`src/rtl/rc4_pkg.sv`:
```
// Shared types and defaults for the RC4 keystream consumer stages.
package rc4_pkg;

  typedef logic [7:0] byte_t;

  typedef enum logic [1:0] {
    ST_IDLE  = 2'd0,
    ST_RUN   = 2'd1,
    ST_FLUSH = 2'd2
  } sx_state_e;

  localparam int KS_DEPTH_DEF = 4;

endpackage

```
`src/rtl/rc4_ks_fifo.sv`:
```
// Register-based keystream byte FIFO; registered head, level, full and empty.
// Push while full and pop while empty are ignored; push+pop together keep the level.
module rc4_ks_fifo
  import rc4_pkg::*;
#(
  parameter int  DEPTH = KS_DEPTH_DEF,
  localparam int AW    = $clog2(DEPTH)
) (
  input  logic          clk,
  input  logic          rst_n,
  input  logic          push,
  input  byte_t         wr_data,
  input  logic          pop,
  output byte_t         rd_data,
  output logic [AW:0]   level,
  output logic          full,
  output logic          empty
);

  localparam logic [AW:0] FULL_LVL = DEPTH[AW:0];

  byte_t         mem_q [DEPTH];
  byte_t         mem_d [DEPTH];
  logic [AW-1:0] wr_ptr_q, wr_ptr_d;
  logic [AW-1:0] rd_ptr_q, rd_ptr_d;
  logic [AW:0]   level_q, level_d;
  logic          push_ok, pop_ok;

  assign full    = (level_q == FULL_LVL);
  assign empty   = (level_q == '0);
  assign push_ok = push && !full;
  assign pop_ok  = pop && !empty;

  // Pointers are AW bits wide so they wrap modulo DEPTH for free.
  always_comb begin
    mem_d    = mem_q;
    wr_ptr_d = wr_ptr_q;
    rd_ptr_d = rd_ptr_q;
    level_d  = level_q;
    if (push_ok) begin
      mem_d[wr_ptr_q] = wr_data;
      wr_ptr_d        = wr_ptr_q + 1'b1;
    end
    if (pop_ok) begin
      rd_ptr_d = rd_ptr_q + 1'b1;
    end
    case ({push_ok, pop_ok})
      2'b10:   level_d = level_q + 1'b1;
      2'b01:   level_d = level_q - 1'b1;
      default: level_d = level_q;
    endcase
  end

  always_ff @(posedge clk) begin
    if (!rst_n) begin
      wr_ptr_q <= '0;
      rd_ptr_q <= '0;
      level_q  <= '0;
    end else begin
      wr_ptr_q <= wr_ptr_d;
      rd_ptr_q <= rd_ptr_d;
      level_q  <= level_d;
    end
  end

  always_ff @(posedge clk) begin
    mem_q <= mem_d;
  end

  assign rd_data = mem_q[rd_ptr_q];
  assign level   = level_q;

endmodule

```
`src/rtl/rc4_stream_xor.sv`:
```
// XORs a length-programmed byte stream with buffered RC4 keystream; one cycle din-to-dout.
// din stalls while the keystream FIFO is empty or a held dout byte is not taken.
module rc4_stream_xor
  import rc4_pkg::*;
#(
  parameter int  KS_DEPTH = KS_DEPTH_DEF,
  parameter int  LEN_W    = 16,
  localparam int LW       = $clog2(KS_DEPTH) + 1
) (
  input  logic             clk,
  input  logic             rst_n,
  input  logic             start,
  input  logic [LEN_W-1:0] msg_len,
  input  logic             ks_valid,
  input  logic [7:0]       ks_data,
  output logic             ks_ready,
  input  logic             din_valid,
  input  logic [7:0]       din_data,
  output logic             din_ready,
  output logic             dout_valid,
  output logic [7:0]       dout_data,
  output logic             dout_last,
  input  logic             dout_ready,
  output logic             busy,
  output logic             done,
  output logic [LW-1:0]    ks_level
);

  sx_state_e        state_q, state_d;
  logic [LEN_W-1:0] rem_q, rem_d;
  logic             dout_valid_q, dout_valid_d;
  byte_t            dout_data_q, dout_data_d;
  logic             dout_last_q, dout_last_d;
  logic             done_q, done_d;

  logic  fifo_full, fifo_empty, ks_push, xfer;
  byte_t ks_head;

  assign ks_ready  = !fifo_full;
  assign ks_push   = ks_valid && !fifo_full;
  assign din_ready = (state_q == ST_RUN) && (rem_q != '0) && !fifo_empty &&
                     (!dout_valid_q || dout_ready);
  assign xfer      = din_valid && din_ready;

  rc4_ks_fifo #(.DEPTH(KS_DEPTH)) u_ks_fifo (
    .clk     (clk),
    .rst_n   (rst_n),
    .push    (ks_push),
    .wr_data (ks_data),
    .pop     (xfer),
    .rd_data (ks_head),
    .level   (ks_level),
    .full    (fifo_full),
    .empty   (fifo_empty)
  );

  always_comb begin
    state_d      = state_q;
    rem_d        = rem_q;
    dout_valid_d = dout_valid_q;
    dout_data_d  = dout_data_q;
    dout_last_d  = dout_last_q;
    done_d       = 1'b0;

    if (dout_valid_q && dout_ready) begin
      dout_valid_d = 1'b0;
    end

    case (state_q)
      ST_IDLE: begin
        if (start) begin
          if (msg_len != '0) begin
            rem_d   = msg_len;
            state_d = ST_RUN;
          end else begin
            done_d = 1'b1;
          end
        end
      end
      ST_RUN: begin
        if (xfer) begin
          dout_data_d  = din_data ^ ks_head;
          dout_valid_d = 1'b1;
          dout_last_d  = (rem_q == LEN_W'(1));
          rem_d        = rem_q - 1'b1;
          if (rem_q == LEN_W'(1)) begin
            state_d = ST_FLUSH;
          end
        end
      end
      ST_FLUSH: begin
        // The final byte must leave before done, so done never precedes dout_last.
        if (dout_valid_q && dout_ready) begin
          dout_last_d = 1'b0;
          done_d      = 1'b1;
          state_d     = ST_IDLE;
        end
      end
      default: state_d = ST_IDLE;
    endcase
  end

  always_ff @(posedge clk) begin
    if (!rst_n) begin
      state_q      <= ST_IDLE;
      rem_q        <= '0;
      dout_valid_q <= 1'b0;
      dout_data_q  <= '0;
      dout_last_q  <= 1'b0;
      done_q       <= 1'b0;
    end else begin
      state_q      <= state_d;
      rem_q        <= rem_d;
      dout_valid_q <= dout_valid_d;
      dout_data_q  <= dout_data_d;
      dout_last_q  <= dout_last_d;
      done_q       <= done_d;
    end
  end

  assign dout_valid = dout_valid_q;
  assign dout_data  = dout_data_q;
  assign dout_last  = dout_last_q;
  assign busy       = (state_q != ST_IDLE);
  assign done       = done_q;

endmodule
```
`config.mk`:
```
export PLATFORM = sky130hd
export DESIGN_NAME = rc4_stream_xor
export DESIGN_NICKNAME = d
export VERILOG_FILES = /design/src/rtl/rc4_pkg.sv /design/src/rtl/rc4_ks_fifo.sv /design/src/rtl/rc4_stream_xor.sv
export SDC_FILE = /design/constraint.sdc
export NUM_CORES = 1
export LEC_CHECK = 0
export BUFFER_PORTS_ARGS = -buffer_cell sky130_fd_sc_hd__buf_2
export CAP_MARGIN = 20
export CORE_UTILIZATION = 50
export CTS_CLUSTER_SIZE = 28
export DETAILED_ROUTE_END_ITERATION = 16
export PLACE_DENSITY_LB_ADDON = 0.05
export SKIP_CTS_REPAIR_TIMING = 1
export SLEW_MARGIN = 30
export SYNTH_ARGS = -nofsm -noshare
export SYNTH_HDL_FRONTEND = slang
export SYNTH_SLANG_ARGS = --single-unit
```
`constraint.sdc`:
```
create_clock -name clk -period 3.6 [get_ports clk]
set_clock_uncertainty 0.05 [all_clocks]
set_input_delay 0.9 -clock clk [delete_from_list [all_inputs] [get_ports clk]]
set_output_delay 0.9 -clock clk [all_outputs]
set_load 0.03 [all_outputs]
```
==> flow_summary.json <==
{
  "synthArstFlopShare_pct": 0,
  "wl_per_cell_um": 16.6,
  "ys_ff_latch": 68,
  "placeableCoreArea_um2": 6420,
  "grt_pass1_wl_um": 12300,
  "cts_sinks": 68,
  "relSlewSlack_pct": 51.9,
  "final_util_pct": 60.4,
  "drt_iter0_drc": 123,
  "grt_util_all_layers_pct": 22.7,
  "p_per_area_nw_per_um2": 483,
  "cts_root_buffer": "clkbuf_8",
  "first_global_vias": 2525,
  "report.final.slew_viol_count": 0,
  "path_cells": "inv_1 -> ha_1 -> nor3b_4 -> nand4_2 -> and4_1 -> buf_2",
  "ys_warn_count": 0,
  "synth_top_area_cell": "edfxtp_1",
  "maxCapViolations": 0,
  "fin_area_um2": 3880,
  "violations": "design-rule violations",
  "fin_tns_setup_ps": 0,
  "ys.flop_type": "dfxtp_1",
  "avgSynthCellArea_um2": 10.9,
  "worstMarginPinSlew_ps": 715,
  "finalHoldViolations": 0,
  "post_dp_cell_area_um2": 3700,
  "layout.nets": 412,
  "crit_arrival_ps": 2060,
  "fmax_ghz": 0.333,
  "rsz0062_at_grt": "no",
  "cp.buffers_inverters": 2,
  "die_y_um": 83.9,
  "gp_congestion": 0.758,
  "synth.distinct_cells": 52,
  "antenna_found_initial": 0,
  "antenna_cells": 0,
  "grt_max_degree": 31,
  "cts-buffers-inserted": 9,
  "area_growth_pct": 15.6,
  "period_share_pct": 83.5,
  "synth_cells": 309,
  "clockBufferDepth": 2,
  "power_leakage_uw": 0.00144,
  "h-tree-depth": 3,
  "end_kind": "output pin",
  "setup_viol": 0,
  "ys_seq_area_share_pct": 50.1,
  "vdd.ir_drop.worst_v": 0.000284,
  "cp.required_ps": 2650,
  "synth-edff-count": 32,
  "clk_pin_slew_ps": 80,
  "grt-ovfl-total": 0,
  "cpPeakStageDelay_ps": 420,
  "yosysMostFrequentCell": "dfxtp_1",
  "ioPinCount": 55,
  "synth_area_um2": 3350,
  "vias_per_cell": 5.90,
  "die_area_um2": 7040,
  "layout-drive-gt1-share_pct": 27.8,
  "worst_path_dominant_cell_family": "simple AND/OR/NAND/NOR gates",
  "initial_core_util_pct": 52.2,
  "numPortBuffers": 54,
  "ant_nets": 0,
  "min_path_type": "reg -> reg",
  "die_x_um": 83.9,
  "wirelength_um": 7450,
  "yosys-top-cells-area": "edfxtp_1, dfxtp_1, mux4_2",
  "syn_nets": 355,
  "crit_fanout": 9,
  "total_power_uw": 1870,
  "worstSkewPairLatency_ps": 350,
  "synth_commonest_cells": "dfxtp_1, edfxtp_1, nor2_1",
  "synth_top_area_share_pct": 28.6,
  "outcome": "finished with violations",
  "num_rows": 29,
  "drcViolationCount": 4,
  "place_hpwl_um": 5120,
  "critPathLaunchType": "register",
  "via_count": 2645,
  "cp_slowest_cell": "nor3b_4",
  "post-route-min-period_ps": 3010,
  "drt_pre_antenna_iters": 10,
  "crit_type": "reg -> out",
  "cts_tree": "done"
}
per-stage QoR:
step	instances	worst slack (ps)	hold slack [ps]
after CTS	448	570	441
after global routing	448	447	469
after global placement	432	741	424
after detailed placement	432	667	428
final	448	594	436
after floorplan	309	666	404
final timing paths:
path | startpoint | end | slack, ps | depth (start not counted)
max | rem_q[0]$_SDFFE_PN0P_ | din_ready | 590 | 6
min | rem_q[7]$_SDFFE_PN0P_ | rem_q[7]$_SDFFE_PN0P_ | 440 | 2
max reg2reg | state_q[0]$_SDFFE_PN0P_ | u_ks_fifo.level[2]$_SDFFE_PN0P_ | 800 | 10
min reg2reg | rem_q[7]$_SDFFE_PN0P_ | rem_q[7]$_SDFFE_PN0P_ | 440 | 2
state kept, by name, indices dropped and copies added, names as in the netlist:
register / count
u_ks_fifo.mem_q: 32
rem_q: 16
dout_data: 8
u_ks_fifo.level: 3
state_q: 2
u_ks_fifo.rd_ptr_q: 2
u_ks_fifo.wr_ptr_q: 2
done: 1
dout_last: 1
dout_valid: 1
power breakdown:
part	internal [uW]	switching, uW
Combinational	157	231
Clock	270	307
Sequential	863	47.4
worst register-to-register path, cell delays in order (launching register included):
cell	delay, ps
dfxtp_1	460
and2b_1	490
and4_1	340
nand2_1	120
inv_2	80
ha_1	170
inv_1	60
fa_1	380
xor2_1	160
or3_1	300
a21oi_1	140
area by class of cell:
cell class,count,area (um^2)
fillers,551,2540
flip-flops and latches,68,1680
multi-input cells,213,1550
repair buffers,61,323
clock buffers,11,141
well taps,77,96.3
inverters,13,48.8
clock inverters,5,36.3
cell usage in the layout, fill, tap and decap left out, types with 5 or more instances in the layout:
cell type  Yosys  routed
buf_4          2       7
nor2_1        27      27
inv_1         11      11
a21oi_1       20      20
buf_2          3      54
dfxtp_1       36      36
nor3_1         7       7
nand2_1       24      24
a211oi_1       5       5
clkbuf_8       0      10
and3_1         5       5
or3_1          5       5
o31ai_1       12      12
nand3_1       12      12
a211oi_2       8       8
edfxtp_1      32      32
ha_1           7       7
xnor2_1       12      12
o21ai_0        7       7
mux4_2         8       8
nand4_1        5       5
cell families (layout without fill, tap and decap cells):
| kind of cell | count (synthesis) | count (layout) | synth area share [%] |
|---|---|---|---|
| DFF | 68 | 68 | 50.1 |
| buffers and inverters | 28 | 90 | 3.69 |
| and+or+nand+nor | 107 | 107 | 17.3 |
| adders and majority gates | 8 | 8 | 3.21 |
| xor gates and xnor gates | 15 | 15 | 3.92 |
| muxes | 9 | 9 | 5.67 |
| AOI/OAI and AO/OA | 74 | 74 | 16.1 |
layer usage:
| layer | routed length (um) | track usage [%] | vias up |
|---|---|---|---|
| met3 | 484 | 5.24 | 9 |
| met2 | 3410 | 35.5 | 93 |
| met4 | 72 | 7.05 | 0 |
| met1 | 3490 | 31.3 | 1267 |
| li1 | - | - | 1276 |
| met5 | 0 | 0 | - |
(Power assumes the default switching activity.)
